## src/rtl/video_capture_packer_if.sv

```systemverilog
// Byte-stream handshake carrying packed pixel words from the capture packer
// to a host/dump consumer.
interface video_capture_packer_if;
   logic [7:0] out_data;
   logic       out_valid;
   logic       out_ready;

   modport master (
      output out_data,
      output out_valid,
      input  out_ready
   );

   modport slave (
      input  out_data,
      input  out_valid,
      output out_ready
   );
endinterface

```

## src/rtl/video_capture_packer.sv

```systemverilog
// Turns the board's RGB/HSYNC/VSYNC video output into a framed byte stream of
// {SOF, SOL, 000, R, G, B} words buffered in a first-word-fall-through FIFO.
module video_capture_packer #(
   parameter int FIFO_AW = 4,
   parameter int H_W     = 9,
   parameter int V_W     = 9
) (
   input  logic                   clk,
   input  logic                   rst_n,
   input  logic                   pixel_clock,
   input  logic                   red,
   input  logic                   green,
   input  logic                   blue,
   input  logic                   hsync_al,
   input  logic                   vsync_al,
   input  logic                   enable,
   input  logic                   clr_ovf,
   video_capture_packer_if.master bus,
   output logic                   overflow,
   output logic                   capturing,
   output logic [H_W-1:0]         h_count,
   output logic [V_W-1:0]         v_count,
   output logic [15:0]            frame_count
);

   localparam int DEPTH = 2 ** FIFO_AW;

   logic               pclk_q_r;
   logic               hs_q_r;
   logic               vs_q_r;
   logic               sof_pend_r;
   logic               sol_pend_r;
   logic               capturing_r;
   logic               overflow_r;
   logic               out_valid_r;
   logic [H_W-1:0]     h_count_r;
   logic [V_W-1:0]     v_count_r;
   logic [15:0]        frame_count_r;
   logic [FIFO_AW:0]   wr_ptr_r;
   logic [FIFO_AW:0]   rd_ptr_r;
   logic [7:0]         mem_r [DEPTH];

   logic               stb_s;
   logic               h_edge_s;
   logic               v_edge_s;
   logic               active_s;
   logic               empty_s;
   logic               full_s;
   logic               pop_s;
   logic               push_ok_s;
   logic               drop_s;
   logic [7:0]         word_s;
   logic [FIFO_AW:0]   wr_nxt_s;
   logic [FIFO_AW:0]   rd_nxt_s;

   // Strobe/edge detection, FIFO status and next-pointer computation
   always_comb begin
      stb_s     = pixel_clock & ~pclk_q_r;
      h_edge_s  = stb_s & hs_q_r & ~hsync_al;
      v_edge_s  = stb_s & vs_q_r & ~vsync_al;
      active_s  = stb_s & capturing_r & hsync_al & vsync_al;
      empty_s   = (wr_ptr_r == rd_ptr_r);
      full_s    = (wr_ptr_r[FIFO_AW] != rd_ptr_r[FIFO_AW]) &&
                  (wr_ptr_r[FIFO_AW-1:0] == rd_ptr_r[FIFO_AW-1:0]);
      // A pop frees a slot in the same cycle, so a full FIFO still takes the push
      pop_s     = ~empty_s & bus.out_ready;
      push_ok_s = active_s & (~full_s | pop_s);
      drop_s    = active_s & ~push_ok_s;
      word_s    = {sof_pend_r, sol_pend_r, 3'b000, red, green, blue};
      if (push_ok_s) begin
         wr_nxt_s = wr_ptr_r + {{FIFO_AW{1'b0}}, 1'b1};
      end else begin
         wr_nxt_s = wr_ptr_r;
      end
      if (pop_s) begin
         rd_nxt_s = rd_ptr_r + {{FIFO_AW{1'b0}}, 1'b1};
      end else begin
         rd_nxt_s = rd_ptr_r;
      end
   end

   // Sync sampling, position counters and frame capture window
   always_ff @(posedge clk) begin
      if (!rst_n) begin
         pclk_q_r      <= 1'b1;
         hs_q_r        <= 1'b1;
         vs_q_r        <= 1'b1;
         capturing_r   <= 1'b0;
         h_count_r     <= {H_W{1'b0}};
         v_count_r     <= {V_W{1'b0}};
         frame_count_r <= 16'd0;
      end else begin
         pclk_q_r <= pixel_clock;
         if (stb_s) begin
            hs_q_r <= hsync_al;
            vs_q_r <= vsync_al;
         end
         if (v_edge_s) begin
            v_count_r     <= {V_W{1'b0}};
            frame_count_r <= frame_count_r + 16'd1;
            capturing_r   <= enable;
            if (h_edge_s) begin
               h_count_r <= {H_W{1'b0}};
            end
         end else if (h_edge_s) begin
            h_count_r <= {H_W{1'b0}};
            if (!(&v_count_r)) begin
               v_count_r <= v_count_r + {{(V_W-1){1'b0}}, 1'b1};
            end
         end else if (stb_s && hsync_al && !(&h_count_r)) begin
            h_count_r <= h_count_r + {{(H_W-1){1'b0}}, 1'b1};
         end
      end
   end

   // Markers stay pending until a word actually enters the FIFO
   always_ff @(posedge clk) begin
      if (!rst_n) begin
         sof_pend_r <= 1'b0;
         sol_pend_r <= 1'b0;
      end else begin
         if (v_edge_s) begin
            sof_pend_r <= 1'b1;
         end else if (push_ok_s) begin
            sof_pend_r <= 1'b0;
         end
         if (v_edge_s || h_edge_s) begin
            sol_pend_r <= 1'b1;
         end else if (push_ok_s) begin
            sol_pend_r <= 1'b0;
         end
      end
   end

   // FIFO pointers, registered valid flag and sticky overflow
   always_ff @(posedge clk) begin
      if (!rst_n) begin
         wr_ptr_r    <= {(FIFO_AW+1){1'b0}};
         rd_ptr_r    <= {(FIFO_AW+1){1'b0}};
         out_valid_r <= 1'b0;
         overflow_r  <= 1'b0;
      end else begin
         wr_ptr_r    <= wr_nxt_s;
         rd_ptr_r    <= rd_nxt_s;
         out_valid_r <= (wr_nxt_s != rd_nxt_s);
         if (drop_s) begin
            overflow_r <= 1'b1;
         end else if (clr_ovf) begin
            overflow_r <= 1'b0;
         end
      end
   end

   // FIFO storage write port
   always_ff @(posedge clk) begin
      if (push_ok_s) begin
         mem_r[wr_ptr_r[FIFO_AW-1:0]] <= word_s;
      end
   end

   assign bus.out_valid = out_valid_r;
   assign bus.out_data  = out_valid_r ? mem_r[rd_ptr_r[FIFO_AW-1:0]] : 8'h00;
   assign overflow      = overflow_r;
   assign capturing     = capturing_r;
   assign h_count       = h_count_r;
   assign v_count       = v_count_r;
   assign frame_count   = frame_count_r;

endmodule
```

## src/flat_wrapper.sv

```systemverilog
// flat-port wrapper written by rule: the top's interface ports become plain ports
module video_capture_packer_flat 
#(
   parameter int FIFO_AW = 4,
   parameter int H_W     = 9,
   parameter int V_W     = 9
)
  (clk, rst_n, pixel_clock, red, green, blue, hsync_al, vsync_al, enable, clr_ovf, overflow, capturing, h_count, v_count, frame_count, bus_out_data, bus_out_valid, bus_out_ready);
  video_capture_packer_if bus_i ();
  input  logic clk;
  input  logic rst_n;
  input  logic pixel_clock;
  input  logic red;
  input  logic green;
  input  logic blue;
  input  logic hsync_al;
  input  logic vsync_al;
  input  logic enable;
  input  logic clr_ovf;
  output logic overflow;
  output logic capturing;
  output logic [H_W-1:0] h_count;
  output logic [V_W-1:0] v_count;
  output logic [15:0] frame_count;
  output wire logic [$bits(bus_i.out_data)-1:0] bus_out_data;
  output wire logic [$bits(bus_i.out_valid)-1:0] bus_out_valid;
  input wire logic [$bits(bus_i.out_ready)-1:0] bus_out_ready;
  assign bus_out_data = bus_i.out_data;
  assign bus_out_valid = bus_i.out_valid;
  assign bus_i.out_ready = bus_out_ready;
  video_capture_packer #(.FIFO_AW(FIFO_AW), .H_W(H_W), .V_W(V_W)) u_core (.clk(clk), .rst_n(rst_n), .pixel_clock(pixel_clock), .red(red), .green(green), .blue(blue), .hsync_al(hsync_al), .vsync_al(vsync_al), .enable(enable), .clr_ovf(clr_ovf), .bus(bus_i), .overflow(overflow), .capturing(capturing), .h_count(h_count), .v_count(v_count), .frame_count(frame_count));
endmodule
```

## config.mk

```make
export PLATFORM = sky130hd
export DESIGN_NAME = video_capture_packer_flat
export DESIGN_NICKNAME = d
export VERILOG_FILES = /design/src/rtl/video_capture_packer_if.sv /design/src/rtl/video_capture_packer.sv /design/src/flat_wrapper.sv
export SDC_FILE = /design/constraint.sdc
export NUM_CORES = 1
export LEC_CHECK = 0
export ABC_AREA = 0
export CAP_MARGIN = 20
export CORE_ASPECT_RATIO = 1.25
export CORE_MARGIN = 2
export CORE_UTILIZATION = 45
export CTS_CLUSTER_DIAMETER = 150
export DETAILED_ROUTE_END_ITERATION = 6
export PLACE_DENSITY = 0.65
export SETUP_SLACK_MARGIN = 0.3
export SLEW_MARGIN = 20
export SYNTH_ARGS = -nofsm -noshare
export SYNTH_HDL_FRONTEND = slang
export SYNTH_SLANG_ARGS = --single-unit
```

## constraint.sdc

```tcl
create_clock -name clk -period 5 [get_ports clk]
set_input_delay 1 -clock clk [delete_from_list [all_inputs] [get_ports clk]]
set_output_delay 1 -clock clk [all_outputs]
set_load 0.005 [all_outputs]
```

Word-level counts from Yosys, hierarchy flattened
Memories as Yosys holds them, arrays and structs flattened. A register that Yosys moved wholly into a read port is not among the register bits. Cells that the tools add are included.

Bits in registers: 52. Bits in writable memories: 80. Bits of input ports: 11. Logic and storage cells: 73. Memories kept: 1.

Memory list: u_core.mem_r (words 16, bits a word 5, rd ports 1, clocked after Yosys merged registers in 1, write ports 1, line video_capture_packer.sv:41) `logic [7:0] mem_r [DEPTH];`.

Add/sub/neg operators: 5. Equality and inequality tests: 5. Mux-type cells: 15. Bitwise operators: 20. Reduce and logical (&&, ||, !) cells: 14.

Operator list (number): $mux W9 (4); $add A9 B1 Y9 const B (2); $reduce_and A9 Y1 (2); $add A16 B1 Y16 const B (1); $and A1 B1 Y1 (11); $add A5 B1 Y5 const B (2); $mux W5 (2); $mux W8 (1); $not A1 Y1 (8); $reduce_bool A2 Y1 (4); $mux W1 (7); $eq A5 B5 Y1 (1); $ne A5 B5 Y1 (1); $eq A4 B4 Y1 (1); $mux W4 (1); $reduce_and A2 Y1 (2); $logic_and A1 B1 Y1 (3); $ne A2 B1 Y1 const B (1); $reduce_or A2 Y1 (1); $logic_not A1 Y1 (1); $logic_or A1 B1 Y1 (1); $ne A1 B1 Y1 (1); $or A1 B1 Y1 (1).

Longest topological paths before layout
Gate-level depths: netlist of the first run.

Depth in word-level cells: 9. Depth in mapped cells: 9. Depth with buffers taken out: 9.

Worst setup path after synthesis of the first run
OpenSTA, ideal clock, no wires.

Path kind: input port to flip-flop. Start point: input port bus_out_ready. End point: register u_core.out_valid_r, in the netlist u_core.bus.out_valid. Library setup time: 125 ps. Arrival: 2842 ps. Required time: 4875 ps. Path slack: 2033 ps. Stages: 7. Buffers on the path: 1. Cells stage by stage: clkbuf_1 inv_1 and2_1 a2111oi_2 xnor2_1 nand4_1 o41a_1.

Cells in the longest elaborated chain, start to end: 5.

RTL lines: start, declared (line flat_wrapper.sv:27) `input wire logic [$bits(bus_i.out_ready)-1:0] bus_out_ready;`; $and A1 B1 Y1 * (line video_capture_packer.sv:66) `pop_s = ~empty_s & bus.out_ready;`; $or A1 B1 Y1 (line video_capture_packer.sv:67) `push_ok_s = active_s & (~full_s | pop_s);`; $and A1 B1 Y1 (line video_capture_packer.sv:67); $mux W5 (line video_capture_packer.sv:70) `if (push_ok_s) begin`; $ne A5 B5 Y1 * (line video_capture_packer.sv:145) `out_valid_r <= (wr_nxt_s != rd_nxt_s);`; end signal, assigned (line video_capture_packer.sv:145); end, declared (line video_capture_packer.sv:35) `logic out_valid_r;`.

Every way passes the cells marked *; elsewhere a longest branch is shown, timed or not. A chain may end at the register's enable or synchronous reset.

==> results of run 1 <==
synth_stat cells, drive strengths merged:
library cell,instances
nor2,34
and2,26
xnor2,17
clkbuf,9
o211ai,1
nand4bb,1
and4,1
nor4bb,1
a211o,1
a21oi,3
xor2,26
o21a,2
nand4,11
nand3,12
mux4,25
nor3,8
nand3b,1
mux2i,7
buf,11
a211oi,1
nand2,28
conb,1
a2111oi,1
or4b,1
inv,4
nor2b,12
edfxtp,80
nand2b,6
ha,10
or4,1
dfxtp,52
or2,2
nor3b,1
o21ai,8
and3,5
a21boi,1
o41a,1
nor4,2
o31a,1
or3,4
cells by family after synthesis:
logic type                 count (synthesis)  share of synthesized area, %
AOI/OAI and AO/OA                         20                          2.66
xor gates and xnor gates                  43                          6.62
adders and majority gates                 10                          2.20
buffers and inverters                     24                          2.26
DFF                                      132                          60.5
muxes                                     32                          11.1
other                                      1                        0.0659
and+or+nand+nor                          157                          14.6
where the power goes:
group	internal, mW	total [mW]	switching, mW
Clock	0.778	1.22	0.441
Sequential	1.16	1.16	0.00606
Combinational	0.0166	0.0380	0.0214
placed cells by master, fill, tap and decap left out, types with 6 or more instances in the layout:
cell and n:
o21ai_0 7, mux2i_1 7, nand2_1 28, nor2b_1 12
nand2b_1 6, edfxtp_1 80, clkbuf_16 17, and2_1 26
nand3_1 12, nor2_1 34, xnor2_1 17, xor2_1 26
ha_1 10, nand4_1 11, clkdlybuf4s50_1 52, mux4_2 25
dfxtp_1 52, nor3_1 8
state kept, by name, indices dropped and copies added, names as in the netlist:
name                  flops
u_core.bus.out_valid      1
u_core.capturing          1
u_core.frame_count       16
u_core.h_count            9
u_core.hs_q_r             1
u_core.mem_r             80
u_core.overflow           1
u_core.pclk_q_r           1
u_core.rd_ptr_r           5
u_core.sof_pend_r         1
u_core.sol_pend_r         1
u_core.v_count            9
u_core.vs_q_r             1
u_core.wr_ptr_r           5
area by class of cell:
type,instances,share of cell area (%)
clock buffers,17,6.12
clock inverters,15,2.34
inverters,4,0.216
multi-input cells,265,30.9
flip-flops and latches,132,49.5
well taps,164,2.95
repair buffers,56,7.92
worst max-delay path, stage by stage (launching register included):
cell and delay (ns):
dfxtp_1 0.65, buf_4 0.36, mux4_2 0.36, mux4_2 0.50
and2_1 0.18, clkdlybuf4s50_1 0.45
worst paths after layout:
check	endpoint	slack [ns]	cells past startpoint	from
worst max-delay path	bus_out_data[6]	1.10	5	u_core.rd_ptr_r[1]$_SDFF_PN0_
worst min-delay path	u_core.hs_q_r$_SDFFE_PN1N_	0.49	2	u_core.hs_q_r$_SDFFE_PN1N_
worst max register to register	u_core.bus.out_valid$_SDFF_PN0_	1.96	7	u_core.rd_ptr_r[1]$_SDFF_PN0_
worst min register to register	u_core.hs_q_r$_SDFFE_PN1N_	0.49	2	u_core.hs_q_r$_SDFFE_PN1N_
metal layers:
layer | wire [um] | up-vias
met5 | 0 | -
met4 | 159 | 0
met3 | 401 | 15
met2 | 6070 | 82
met1 | 4790 | 1699
li1 | - | 1632
==> impl_metrics.toml, run 1 <==
[cts]
cts.repair.resized = 0
postCtsSetupRepairBufs = 0
cts_max_path_buffers = 2
cts_tree = "yes"
root_buffer = "clkbuf_16"
cts_buffers = 17
cts_sinks = 132
htreeDepth = 4
path_clk_slew_ns = 0.06
clock_latency_ns = 0.40
cts_hold_buf = 0

[detailed_routing]
first_iter_violations = 162
antenna_left = 0
first_pass_iters = 4
vias = 3428
post_drt_wl_per_cell_um = 17.5
viasPerCell = 5.25
wl_mm = 11.4
drc = 0

[run]
max_cap_viol_count = 0

[sta]
worst_pin_slew_ns = 0.922
setup_viol = 0
fin_crit_sh_pct = 77.9
slew_headroom_pct = 38.0
finalHoldViolCount = 0
max_clock_freq_mhz = 257
fin_ws_ns = 1.10
holdWs_ns = 0.493
finalWorstPathRequiredPeriod_ns = 3.90
fin_skew_ns = 0.00703
rsz0062_at_grt = "false"
final.setup.tns_ns = 0
slew_violations = 0

[layout]
drive_gt1_share_pct = 13.9
diodes = 0
final_cell_area_mm2 = 0.00695
fillers = 1038
multi_input_area_mm2 = 0.00215
stdcell_count = 653
register_area_mm2 = 0.00344
fin_nets = 497
area_delta_synth_final_pct = 22.1
fin_util_pct = 56.6

[floorplanning]
io_pins = 56
die_h_um = 130
dieArea_mm2 = 0.0136
start_util_pct = 46.4
core_mm2 = 0.0123
fp-row-count = 45
die_w_um = 105

[global_route]
gr-usage-met3_pct = 4.20
grt_antenna_before_repair = 0
grt_pass1_vias = 3483
grt_max_degree = 30
grt_use_total_pct = 17.9
met1_usage_pct = 21.3
grt.busiest_layer = "met2"
grt_overflow = 0
grt_pass1_wl_mm = 18.5
grt_use_met2_pct = 32.2

[power]
p_per_area_mw_per_mm2 = 348
peakVddDrop_mv = 0.205
p_total_mw = 2.42
leakagePower_nw = 2.33

[synth]
synth_top_cell_by_area = "edfxtp_1"
synth_seq_cells = 132
synth_area_leaders = "edfxtp_1, dfxtp_1, mux4_2, xor2_1, and2_1"
synth-warning-count = 0
synthCells = 419
synthesis.area_mm2 = 0.00569
syn_avg_cell_area_um2 = 13.6
seq_area_frac_synth_pct = 60.5
synth_top_area_share_pct = 42.2
ys_types = 46

[placement]
placedCellCount = 621
placed_area_mm2 = 0.00635
io_buffers = 52
pre_cts_ws_ns = 1.26
dp_hpwl_mm = 7.97
place_congestion = 0.822

[worst_setup_path]
criticalPathCategory = "flop to primary output"
worstPathArrival_ns = 2.90
required_ns = 4.00
path_max_fanout = 14
start_kind = "flop"
crit_path_end_kind = "primary output"

[worst_hold_path]
hold_class = "flop to flop"

[run_status]
status = "completed"
Note: power is estimated with default switching activity, not from simulation.
==> run 2: changes to the inputs <==
==> constraint.sdc (replaced) <==
create_clock -name clk -period 3.7 [get_ports clk]
set_input_delay 0.74 -clock clk [delete_from_list [all_inputs] [get_ports clk]]
set_output_delay 0.74 -clock clk [all_outputs]
set_load 0.005 [all_outputs]
==> impl_metrics.toml, run 2 (same netlist as run 1, synthesis figures left out) <==
[sta]
rsz0062_at_grt = "false"
final.setup.tns_ns = 0
slew_headroom_pct = 52.1
worst_pin_slew_ns = 0.717
max_clock_freq_mhz = 300
finalHoldViolCount = 0
finalWorstPathRequiredPeriod_ns = 3.33
fin_crit_sh_pct = 90.0
fin_skew_ns = 0.0115
slew_violations = 0
setup_viol = 0

[floorplanning]
start_util_pct = 46.4
io_pins = 56
die_w_um = 105
fp-row-count = 45
dieArea_mm2 = 0.0136
die_h_um = 130
core_mm2 = 0.0123

[placement]
placedCellCount = 628
io_buffers = 52
placed_area_mm2 = 0.00643
place_congestion = 0.799
dp_hpwl_mm = 7.80

[worst_setup_path]
criticalPathCategory = "flop to primary output"
worstPathArrival_ns = 2.59
start_kind = "flop"
crit_path_end_kind = "primary output"
startpoint = "u_core.rd_ptr_r[0]$_SDFF_PN0_"
path_max_fanout = 5
rr_startpoint = "u_core.rd_ptr_r[2]$_SDFF_PN0_"
required_ns = 2.96

[cts]
root_buffer = "clkbuf_16"
htreeDepth = 4
cts_sinks = 132
cts_tree = "yes"
cts_max_path_buffers = 2
path_clk_slew_ns = 0.06
clock_latency_ns = 0.41
cts_buffers = 17

[global_route]
grt_max_degree = 27
grt_pass1_wl_mm = 18.6
grt_overflow = 0
grt_pass1_vias = 3541
grt_antenna_before_repair = 0
grt_use_total_pct = 17.9

[layout]
diodes = 0
fin_util_pct = 57.9
drive_gt1_share_pct = 16.0
stdcell_count = 664
fin_nets = 508
final_common_cell = "edfxtp_1"
largest_register_ffs = 80
area_delta_synth_final_pct = 24.9
final_cell_area_mm2 = 0.00711
mostFrequentLayoutCells = "edfxtp_1, clkdlybuf4s50_1, dfxtp_1"

[power]
leakagePower_nw = 2.41
p_clk_share_pct = 51.7
comb_power_share_pct = 1.6
peakVddDrop_mv = 0.251
switchingPower_mw = 0.652
swShare_pct = 19.4
p_per_area_mw_per_mm2 = 472
p_int_mw = 2.70
p_total_mw = 3.36
seqPwrFrac_pct = 46.7

[run]
max_cap_viol_count = 0

[detailed_routing]
viasPerCell = 5.21
wl_mm = 11.5
drc = 0
vias = 3457
post_drt_wl_per_cell_um = 17.3
antenna_left = 0
first_pass_iters = 4
first_iter_violations = 129

[run_status]
status = "completed"

[worst_hold_path]
hold_class = "flop to flop"
hp-start = "u_core.hs_q_r$_SDFFE_PN1N_"
[run 2: final cells by class]
| cell class | instances | area, um2 |
|---|---|---|
| inverters | 4 | 15.0 |
| fillers | 1042 | 5160 |
| clock inverters | 14 | 185 |
| repair buffers | 67 | 696 |
| multi-input cells | 265 | 2130 |
| well taps | 164 | 205 |
| clock buffers | 18 | 429 |
| flip-flops and latches | 132 | 3450 |
[run 2: worst paths after layout]
kind | endpoint | slack (ns) | cells past startpoint
max | bus_out_data[2] | 0.37 | 5
min | u_core.hs_q_r$_SDFFE_PN1N_ | 0.49 | 2
max reg2reg | u_core.bus.out_valid$_SDFF_PN0_ | 0.94 | 6
min reg2reg | u_core.hs_q_r$_SDFFE_PN1N_ | 0.49 | 2
[run 2: stage by stage]
step	hold slack [ns]	setup slack, ns
finish	0.493	0.372
global route	0.517	0.312
CTS	0.495	0.306
detailed placement	0.483	0.518
global placement	0.479	0.592
floorplan	0.450	0.993
[run 2: critical path: stages, from the launching register on]
cell,delay (ns)
dfxtp_4,0.41
clkbuf_16,0.17
mux4_2,0.53
mux4_2,0.46
and2_1,0.16
clkdlybuf4s50_1,0.44
[run 2: power groups by stage]
| stage | logic [mW] | clock network, mW | registers [mW] |
|---|---|---|---|
| CTS | 0.0531 | 1.76 | 1.57 |
| floorplan | 0.0253 | 0 | 1.60 |
| global placement | 0.0519 | 0 | 1.60 |
| global route | 0.0581 | 1.84 | 1.57 |
| detailed placement | 0.0527 | 0 | 1.60 |
| finish | 0.0526 | 1.74 | 1.57 |
[run 2: what timing repair did]
item / in CTS / in global routing
cloned: 1 / 1
hold buffers: 0 / 0
resized for setup: 3 / 0
setup endpoints to repair: 5 / 5
pin swaps: 0 / 0
buffers inserted: 0 / 2
[run 2: metal layers]
layer	up-vias	GRT usage, %	share of wire, %	wire length (um)
li1	1652	-	-	-
met1	1711	21.7	43	4940
met2	83	31.7	52	5980
met3	11	5.19	4.0	456
met4	0	4.86	1.1	123
met5	-	0	0	0
